## src/rtl/uart_frame_scheduler.sv

```systemverilog
// uart_frame_scheduler
// Shares one slot-driven UART master link between NUM_REQ requesters.
// Each transaction is one grant, one armed slot, one active slot and a
// single response cycle back to the winning requester.
//
// Optional feature: define UART_SCHED_STAT_EN to build per-requester
// saturating 8-bit frame-error counters on err_cnt. Without it, err_cnt
// is tied to zero and no counter registers exist.
//
// Ports
//   clk, rst          single clock, synchronous active-high reset
//   sched_en          allows new grants (never stops a running transaction)
//   t128ms_tick       one-cycle slot tick shared with the UART master
//   req, req_data     per-requester level request and flattened payloads
//   ack               one-cycle grant pulse (payload sampled this cycle)
//   rsp_valid         one-cycle response pulse to the granted requester
//   rsp_data, rsp_err response payload and frame-error flag
//   um_send_enable    master send_enable
//   um_par_data_in    master par_data_in
//   um_par_data_out   master par_data_out
//   um_error_flag     master error_flag
//   busy              high whenever the scheduler is not idle
//   err_cnt           per-requester error counters, 8 bits each
//   state_dbg         current FSM state encoding, for observation only
//
// Handshake: a requester holds req high with its payload stable. The
// cycle ack[i] is high is the cycle the payload is captured; after that,
// req/req_data may change freely. The result arrives later as a single
// rsp_valid[i] cycle with rsp_data/rsp_err valid only in that cycle.
// If req is still high afterwards it is a fresh request.
module uart_frame_scheduler #(
  parameter int NUM_REQ = 4,
  parameter int NBIT    = 10
) (
  input  logic                    clk,
  input  logic                    rst,
  input  logic                    sched_en,
  input  logic                    t128ms_tick,
  input  logic [NUM_REQ-1:0]      req,
  input  logic [NUM_REQ*NBIT-1:0] req_data,
  output logic [NUM_REQ-1:0]      ack,
  output logic [NUM_REQ-1:0]      rsp_valid,
  output logic [NBIT-1:0]         rsp_data,
  output logic                    rsp_err,
  output logic                    um_send_enable,
  output logic [NBIT-1:0]         um_par_data_in,
  input  logic [NBIT-1:0]         um_par_data_out,
  input  logic                    um_error_flag,
  output logic                    busy,
  output logic [NUM_REQ*8-1:0]    err_cnt,
  output logic [1:0]              state_dbg
);

  localparam int IW = (NUM_REQ > 1) ? $clog2(NUM_REQ) : 1;

  typedef enum logic [1:0] {
    S_IDLE    = 2'd0,
    S_ARM     = 2'd1,
    S_ACTIVE  = 2'd2,
    S_CAPTURE = 2'd3
  } state_t;

  state_t          state, state_nxt;
  logic [IW-1:0]   rr_ptr;     // first index searched on the next grant
  logic [IW-1:0]   win_idx;    // requester owning the current transaction
  logic [IW-1:0]   pick_idx;
  logic            pick_vld;
  logic [NBIT-1:0] pick_data;
  logic            grant;
  logic            err_latch;
  logic            err_flag_d;
  logic            err_rise;

  // Round-robin search starting at rr_ptr, wrapping at NUM_REQ.
  always_comb begin
    int j;
    logic [IW-1:0] cand;
    pick_vld = 1'b0;
    pick_idx = '0;
    cand     = '0;
    for (int k = 0; k < NUM_REQ; k++) begin
      j = int'(rr_ptr) + k;
      if (j >= NUM_REQ) j = j - NUM_REQ;
      cand = IW'(j);
      if (!pick_vld && req[cand]) begin
        pick_vld = 1'b1;
        pick_idx = cand;
      end
    end
  end

  always_comb begin
    pick_data = '0;
    for (int i = 0; i < NUM_REQ; i++) begin
      if (pick_idx == IW'(i)) pick_data = req_data[i*NBIT +: NBIT];
    end
  end

  assign grant    = !rst && (state == S_IDLE) && sched_en && pick_vld;
  assign err_rise = um_error_flag && !err_flag_d;

  always_ff @(posedge clk) begin
    if (rst) begin
      state          <= S_IDLE;
      rr_ptr         <= '0;
      win_idx        <= '0;
      um_par_data_in <= '0;
      err_latch      <= 1'b0;
      err_flag_d     <= 1'b0;
    end else begin
      state      <= state_nxt;
      err_flag_d <= um_error_flag;
      if (grant) begin
        win_idx        <= pick_idx;
        um_par_data_in <= pick_data;
        rr_ptr         <= (pick_idx == IW'(NUM_REQ - 1)) ? '0 : pick_idx + 1'b1;
      end
      // The closing tick cycle is still ACTIVE, so a rise on it is kept.
      if (state == S_CAPTURE) err_latch <= 1'b0;
      else if (state == S_ACTIVE && err_rise) err_latch <= 1'b1;
    end
  end

  // Next state and outputs. A tick seen while IDLE is ignored because the
  // ARM state is only entered on the following cycle.
  always_comb begin
    state_nxt      = state;
    ack            = '0;
    rsp_valid      = '0;
    rsp_data       = '0;
    rsp_err        = 1'b0;
    um_send_enable = 1'b0;
    case (state)
      S_IDLE: begin
        if (grant) begin
          ack[pick_idx] = 1'b1;
          state_nxt     = S_ARM;
        end
      end
      S_ARM: begin
        um_send_enable = !rst;
        if (t128ms_tick) state_nxt = S_ACTIVE;
      end
      S_ACTIVE: begin
        if (t128ms_tick) state_nxt = S_CAPTURE;
      end
      S_CAPTURE: begin
        // A reset landing on this cycle aborts the response.
        if (!rst) begin
          rsp_valid[win_idx] = 1'b1;
          rsp_data           = um_par_data_out;
          rsp_err            = err_latch;
        end
        state_nxt = S_IDLE;
      end
      default: state_nxt = S_IDLE;
    endcase
  end

  assign busy      = (state != S_IDLE);
  assign state_dbg = state;

`ifdef UART_SCHED_STAT_EN
  logic [7:0] cnt_q [NUM_REQ];

  always_ff @(posedge clk) begin
    if (rst) begin
      for (int i = 0; i < NUM_REQ; i++) cnt_q[i] <= '0;
    end else if (state == S_CAPTURE && err_latch && cnt_q[win_idx] != 8'hFF) begin
      cnt_q[win_idx] <= cnt_q[win_idx] + 8'd1;
    end
  end

  always_comb begin
    err_cnt = '0;
    for (int i = 0; i < NUM_REQ; i++) err_cnt[i*8 +: 8] = cnt_q[i];
  end
`else
  assign err_cnt = '0;
`endif

endmodule

```

## config.mk

```make
export PLATFORM = sky130hd
export DESIGN_NAME = uart_frame_scheduler
export DESIGN_NICKNAME = d
export VERILOG_FILES = /design/src/rtl/uart_frame_scheduler.sv
export SDC_FILE = /design/constraint.sdc
export NUM_CORES = 1
export LEC_CHECK = 0
export ABC_AREA = 1
export ABC_CLOCK_PERIOD_IN_PS = 2100
export CAP_MARGIN = 5
export CORE_AREA = 3 3 87 73
export CTS_CLUSTER_DIAMETER = 30
export DETAILED_ROUTE_END_ITERATION = 10
export DIE_AREA = 0 0 90 76
export PLACE_DENSITY = 0.76
export SLEW_MARGIN = 10
export SYNTH_ARGS = -nofsm -noshare
export SYNTH_HDL_FRONTEND = slang
export SYNTH_SLANG_ARGS = --single-unit
```

## constraint.sdc

```tcl
create_clock -name clk -period 2.1 [get_ports clk]
set_input_delay 0.21 -clock clk [delete_from_list [all_inputs] [get_ports clk]]
set_output_delay 0.21 -clock clk [all_outputs]
set_load 0.01 [all_outputs]
```

* After elaboration in Yosys (flattened, before gate mapping)
Index checks and enable logic that the tools add are counted.
** Operators by class
- Multiplexer cells :: 42
- Add/sub/neg operators :: 8
- Equal/unequal tests :: 9
- Magnitude comparators :: 12
- Reduce and logical (&&, ||, !) cells :: 20
** Operators with widths (count)
- $mux W10 :: 6
- $mux W2 :: 12
- $lt A2 B3 Y1 const B :: 6
- $mux W4 :: 4
- $mux W1 :: 13
- $logic_and A1 B1 Y1 :: 10
- $ge A3 B3 Y1 const B :: 3
- $bmux W1 S2 :: 4
- $eq A2 B2 Y1 const B :: 4
- $pmux W2 S4 :: 1
- $sub A2 B1 Y2 const B :: 4
- $add A2 B2 Y3 const B :: 2
- $ne A2 B2 Y1 const B :: 3
- $logic_not A1 Y1 :: 5
- $demux W1 S2 :: 2
- $eq A2 B1 Y1 const B :: 2
- $ge A2 B1 Y1 const B :: 2
- $logic_not A2 Y1 :: 2
- $add A2 B1 Y3 const B :: 1
- $ge A2 B3 Y1 const B :: 1
- $reduce_and A3 Y1 :: 1
- $add A2 B1 Y2 const B :: 1
- $reduce_bool A2 Y1 :: 1
- $reduce_or A2 Y1 :: 1
** Storage, ports and cells
- Input bits :: 59
- Bits in registers :: 18
- Logic and storage cells :: 97

* Longest topological paths before layout
Gate-level depths: netlist of the first run.
- Word-level depth :: 20
- Gate-level depth with buffers :: 21
- Depth with buffers taken out :: 21

* Worst setup path after synthesis of the first run
OpenSTA, ideal clock, no wires.
- Path type :: flip-flop to flip-flop
- Start :: register rr_ptr[0]
- End :: register um_par_data_in[3]
- Setup slack :: -0.228 ns
- Path buffers :: 1
- Library setup time :: 0.064 ns
- Clock period less this slack :: 2.328 ns
- Cell stages (with the launch flop) :: 21
- Arrival time :: 2.265 ns
- Cells stage by stage :: dfxtp_1 buf_6 nand2_1 nand3_1 nand2_2 nor2_4 nand2_1 nand2_1 nand2_1 nand3_1 inv_1 ha_1 nor2_1 nand2_1 nand2_1 o21ai_0 nand2_1 o21ai_0 nand2_1 nand2_1 nor2_1
** On the way
- Longest elaborated chain between the ends :: 19
- Elaborated cells between the ends (all ways) :: 46
- Classes of those cells :: add/sub (7); order compare (4); eq/ne (3); mux (24); reduce/logical (8)
** Ends and longest elaborated chain
- from (decl) :: RTL line 64 : logic [IW-1:0] rr_ptr;
- from (signal assigned) :: RTL line 116 : rr_ptr <= (pick_idx == IW'(NUM_REQ - 1)) ? '0 : pick_idx + 1'b1;
- branches (longest 13 deep; another with $add A2 B1 Y3)
- $mux W2 (*) :: RTL line 85 : if (!pick_vld && req[cand]) begin
- via pick_idx[0] :: RTL line 66 : logic [IW-1:0] pick_idx;
- $logic_not A2 Y1 :: RTL line 95 : if (pick_idx == IW'(i)) pick_data = req_data[i*NBIT +: NBIT];
- $mux W10 (3 in series) :: RTL line 95
- $mux W10 (*) :: RTL line 95
- to (signal assigned) :: RTL line 115 : um_par_data_in <= pick_data;
- to (decl) :: RTL line 46 : output logic [NBIT-1:0] um_par_data_in,
Mark *: on every way through the listed nets, which the timed path passes. The select of a mux whose other input is x is not followed.
A chain may end at the register's enable or synchronous reset.

* Final worst setup path of the first run
- Start :: register rr_ptr[0]
- End :: output ack[0]
** On the way
- Longest elaborated chain between the ends :: 20
- Elaborated cells between the ends (all ways) :: 45
- Classes of those cells :: add/sub (7); order compare (6); mux (24); reduce/logical (8)
** Ends and longest elaborated chain
- branches (longest 18 deep; another with $add A2 B1 Y3)
- $mux W4 (*) :: RTL line 135 : if (grant) begin
- $mux W4 (*) :: RTL line 133 : case (state)
- to (decl) :: RTL line 41 : output logic [NUM_REQ-1:0] ack,
Every way passes the cells marked *. The select of a mux whose other input is x is not followed.

==> flow_summary.ini, run 1 <==
[route]
drtPass1Iterations = 4
vias = 2088
routed_wirelength_um = 5800
detailedRoute.firstIterationViolations = 43
post_drt_via_cell_ratio = 4.27
post_drt_wl_per_cell_um = 11.9
antenna_violating_nets_post_route = 0
drt_drc_violations_left = 0

[synth]
synth_cell_types = 26
post_synth_instance_area_sq_um = 1750
synth-seq-cells = 18
cell_taking_the_most_area_after_synthesis = dfxtp_1
syn-mean-instance-area_sq_um = 5.86
ys_top_cells_by_area = dfxtp_1 (21%), nand2_1 (18%), buf_4 (14%)
yosysWarningCount = 0
synthesis.instances = 299
top_cell_type_s_share_of_synthesized_area_pct = 20.6
synth_sequential_area_ratio_pct = 20.6

[critical_path]
crit_start = rr_ptr[0]
crit_path_max_fanout = 5
critical_path_class = reg -> out
worst_r2r_startpoint = rr_ptr[0]
r2r_cells = 20
cp-end-kind = output port
setup.worst_path.start_class = flip-flop
r2r-end = um_par_data_in[2]
timing.reg2reg.setup_slack_ps = -210
arrival_ps = 2140
critical_path_required_ps = 1890

[finish]
layout-area-overhead-vs-synth_pct = 75.5
fraction_of_final_layout_cells_sized_beyond_drive_strength_1_pct = 22.4
total_nets_final = 480
fin_util_pct = 56.3
diode_insertion_count_for_antenna_repair = 0
finalNonFillerCells = 489

[clock_network]
cts_max_path_buffers = 2
insertion_delay_ps = 250
numCtsBuffers = 3
clk_transition_reported_paths_ps = 70
numClockSinks = 18
clock_tree.htree_level_count = 1
cts-hold-fix-buffers = 0
cts-root-buf = clkbuf_8
cts_tree = done

[power_and_ir_drop]
power_report.internal_total_mw = 1.80
power.clock.fraction_pct = 8.3
p_total_mw = 3.41
pwr-share-seq_pct = 14.4
cellPowerDensity_nw_per_um2 = 1110
switching_share_pct = 47.2
power.ir.vdd_worst_uv = 447
power.share.combinational_pct = 77.3
total_leakage_power_nw = 1.48
p_sw_mw = 1.61

[timing]
postLayoutSetupSlackWorst_ps = -248
final_hold_viol_count = 0
finalClockSkew_ps = 0.700
layout_min_cycle_time_ps = 2350
timing_max_transition_violations_final = 0
rsz0062_at_grt = yes
tns_ps = -2380
period_share_pct = 112
final_setup_violating_endpoints = 14
max_clock_freq_mhz = 426

[placement]
detailedPlace.worstSlack_ps = -552
placement.io_buffers = 91
routabilityCongestion = 0.814
dp.final_hpwl_um = 4340
dp_cells = 476

[worst_hold_path]
timing.hold.worst_endpoint = err_latch
worstHoldPathType = reg -> reg
hold_path_depth = 2
hp-start = err_latch

[die]
die_w_um = 90
die-area_sq_um = 6840
rows = 24
fp.dieH_um = 76
core_area_sq_um = 5470
start_util_pct = 32.1
design.portCount = 124

[global_route]
grt_pass1_vias = 2022
grt_antenna_before_repair = 0
pin_count_of_the_biggest_net_entering_global_routing = 23
total_routing_usage_reported_by_global_routing_pct = 16.5
grt_first_pass_wirelength_um = 9510
globalRouteOverflowTotal = 0

[flow_run]
max-cap-violations = 0

[run_status]
outcome = finished, violations left
failed_checks = setup timing
## synth_stat cells, drive strengths merged
master  instances
nor2           46
nor3            4
dfxtp          18
nand3b          1
nand4           1
a211oi          1
nand3          13
conb            1
a21oi          15
o21bai          1
nand2          90
buf            36
ha              9
clkbuf          6
o21ai          23
inv            34
## cells in the final DEF, fill, tap and decap left out, drive strengths merged, types with 4 or more instances in the layout
master and instances:
o21ai 23, clkdlybuf4s50 86, dfxtp 18, nor2 47, buf 31, clkbuf 4, nand3 13, nor3 4
inv 34, a21oi 15, ha 9, conb 32, nand2 90
## how the worst max path moves through the flow
stage                                    to
after floorplan           um_par_data_in[0]
after global placement               ack[2]
after detailed placement             ack[1]
after CTS                 um_par_data_in[3]
after global routing      um_par_data_in[2]
final                                ack[0]
## critical path, cell delays in order (launching register included)
cell and delay [ps]:
dfxtp_4 390, buf_6 130, nand2_1 80, nand3_2 120
nand2_2 90, nor2_4 140, nand3b_1 110, nand3_2 110
nand2_4 80, buf_4 150, ha_4 160, inv_6 70
buf_4 110, nor2_2 30, buf_2 130
## kinds of logic (layout without fill, tap and decap cells)
kind of cell    after synthesis  in the layout  synth area share, %
simple gates                155            156                 36.5
compound gates               40             40                 11.9
fa+ha+maj                     9              9                 6.42
flops                        18             18                 20.6
other cells                   1             32                0.214
buf+inv                      76            156                 24.4
## through the flow
step	hold WS (ps)	cell area, sq um
floorplan	279	1910
global placement	458	2760
detailed placement	459	2760
CTS	474	2990
global route	501	3080
finish	468	3080
## power by group through the flow
stage	sequential (mW)	clock (mW)	combinational [mW]
after floorplan	0.508	0	1.34
after global placement	0.483	0	2.00
after detailed placement	0.486	0	2.03
after CTS	0.486	0.290	2.48
after global routing	0.499	0.305	2.96
final	0.490	0.283	2.64
## sequential cells by signal (all words and copies together), names as in the netlist
name	flops
err_latch	1
err_flag_d	1
um_par_data_in	10
state_dbg	2
rr_ptr	2
win_idx	2
## final cells by class
class                   instances  area (sq um)
multi-input cells             237          1280
repair buffers                118          1130
flip-flops and latches         18           368
inverters                      34           140
clock buffers                   4          55.1
fillers                       539          2390
well taps                      78          97.6
## layer usage
metal  wire, um  vias up  part of all wire (%)  global-route usage (%)
met5          0        -                     0                       0
met1       2480      937                    43                    19.9
met3        347        2                   6.0                    4.54
met2       2970       66                    51                    29.8
met4         13        0                  0.22                    2.14
li1           -     1083                     -                       -
## what timing repair did
action	CTS	global route
cloned	3	0
setup buffers	4	2
gates resized for setup	73	23
setup endpoints to repair	14	26
pin swaps	21	28
(Power assumes the default switching activity.)
==> run 2: changes to the inputs <==
SKIP_LAST_GASP = 1   (was not set)
==> run 2 against run 1 <==
- the run still ends with setup timing left
- utilization fell by 0.14 points
- clock-buffer cell count did not move
- setup slack barely moved
- largest cell class unchanged
- first-iteration DRC count fell by 16%
- clock skew barely moved
- sequential cell count did not move
- worst hold slack did not move
- final area fell by 0.24%
- clock power barely moved
==> flow_summary.ini, run 2 (synthesis gave the netlist of run 1 again) <==
[route]
antenna_violating_nets_post_route = 0
drtPass1Iterations = 4
routed_wirelength_um = 5800
post_drt_via_cell_ratio = 4.28
drt_drc_violations_left = 0
post_drt_wl_per_cell_um = 11.9
vias = 2092
detailedRoute.firstIterationViolations = 36

[power_and_ir_drop]
total_leakage_power_nw = 1.48
power_report.internal_total_mw = 1.79
p_sw_mw = 1.60
power.ir.vdd_worst_uv = 447
power.clock.fraction_pct = 8.3
p_total_mw = 3.39
cellPowerDensity_nw_per_um2 = 1110
pwr-share-seq_pct = 14.4
switching_share_pct = 47.1
power.share.combinational_pct = 77.2

[finish]
final_cell_mix = clkdlybuf4s50_1 (86), nand2_1 (72), nor2_1 (43)
top_register = um_par_data_in
layout-area-overhead-vs-synth_pct = 75.1
fraction_of_final_layout_cells_sized_beyond_drive_strength_1_pct = 21.9
final_area_sq_um = 3070
layout.cells.most_common = clkdlybuf4s50_1
total_nets_final = 480
diode_insertion_count_for_antenna_repair = 0
multi_input_area_sq_um = 1280
nFillCells = 541
seq_area_sq_um = 368
largest_register_ff_count = 10

[critical_path]
cp-end-kind = output port
critical_path_class = reg -> out
critical_path_required_ps = 1890
arrival_ps = 2140
crit_path_max_fanout = 5
setup.worst_path.start_class = flip-flop

[die]
die_w_um = 90
die-area_sq_um = 6840
core_area_sq_um = 5470
rows = 24
fp.dieH_um = 76
design.portCount = 124
start_util_pct = 32.1

[clock_network]
clk_transition_reported_paths_ps = 70
numCtsBuffers = 3
cts_max_path_buffers = 2
cts_tree = done
numClockSinks = 18
clock_tree.htree_level_count = 1
cts-root-buf = clkbuf_8
insertion_delay_ps = 250

[run_status]
outcome = finished, violations left
failed_checks = setup timing

[placement]
placement.io_buffers = 91
dp.final_hpwl_um = 4340
routabilityCongestion = 0.814
placed_cell_area_sq_um = 2760

[global_route]
globalRouteOverflowTotal = 0
total_routing_usage_reported_by_global_routing_pct = 16.4
pin_count_of_the_biggest_net_entering_global_routing = 23
grt_antenna_before_repair = 0
grt_first_pass_wirelength_um = 9470
grt_pass1_vias = 2014

[timing]
rsz0062_at_grt = yes
layout_min_cycle_time_ps = 2350
postLayoutSetupSlackWorst_ps = -247
period_share_pct = 112
finalClockSkew_ps = 0.778
timing_max_transition_violations_final = 0
final_setup_violating_endpoints = 14
final_hold_viol_count = 0
max_clock_freq_mhz = 426

[flow_run]
max-cap-violations = 0

[worst_hold_path]
worstHoldPathType = reg -> reg
==> run 2: what timing repair did <==
item / in CTS / in global routing
gates resized for setup: 68 / 25
gates cloned: 3 / 0
pin swaps: 21 / 28
endpoints found under the setup margin: 14 / 26
hold buffers: 0 / 0
setup buffers: 4 / 2
==> run 2: path summary, 6_finish.rpt <==
kind / from / to / slack, ps / cells past startpoint
worst max register to register: rr_ptr[0] / um_par_data_in[2] / -210 / 20
worst max-delay path: rr_ptr[0] / ack[0] / -250 / 14
worst min register to register: err_latch / err_latch / 470 / 2
worst min-delay path: err_latch / err_latch / 470 / 2
==> run 2: through the flow <==
step	setup slack (ps)	util [%]	cells	setup TNS, ps	hold slack (ps)
detailed placement	-552	50.5	476	-6990	459
CTS	-189	54.5	487	-2300	474
global route	-420	56.2	489	-4910	501
global placement	-458	50.5	476	-5840	458
floorplan	-10.5	-	330	-87.8	279
finish	-247	56.2	489	-2420	468
==> run 2: power by group through the flow <==
| stage | Clock, mW | Sequential (mW) | Combinational, mW |
|---|---|---|---|
| after detailed placement | 0 | 0.486 | 2.03 |
| after floorplan | 0 | 0.508 | 1.34 |
| final | 0.283 | 0.490 | 2.62 |
| after CTS | 0.290 | 0.486 | 2.44 |
| after global placement | 0 | 0.483 | 2.00 |
| after global routing | 0.305 | 0.499 | 2.94 |
==> run 2: cell type report <==
type / instances / share of cell area, %
inverters: 34 / 4.57
repair buffers: 118 / 36.9
clock buffers: 4 / 1.79
well taps: 78 / 3.18
multi-input cells: 237 / 41.6
flip-flops and latches: 18 / 12.0
==> run 2: layer usage <==
metal  track usage [%]  part of all wire, %  vias to the layer above  wire, um
met1              19.7                   43                      939      2480
met3              4.54                  5.7                        2       332
met4              1.99                 0.22                        0        13
met5                 0                    0                        -         0
met2              30.0                   51                       68      2970
li1                  -                    -                     1083         -
==> run 2: critical path, stage by stage (launching register included) <==
cell      delay [ps]
dfxtp_4          390
buf_6            130
nand2_1           80
nand3_2          120
nand2_2           90
nor2_4           140
nand3b_1         110
nand3_2          110
nand2_4           80
buf_4            150
ha_4             160
inv_6             70
buf_4            110
nor2_2            30
buf_2            130
==> run 3: changes to the inputs <==
SLEW_MARGIN = not set   (was 10)
==> results of run 3 <==
The final DEF is identical to that of run 2; final timing and power are the same.
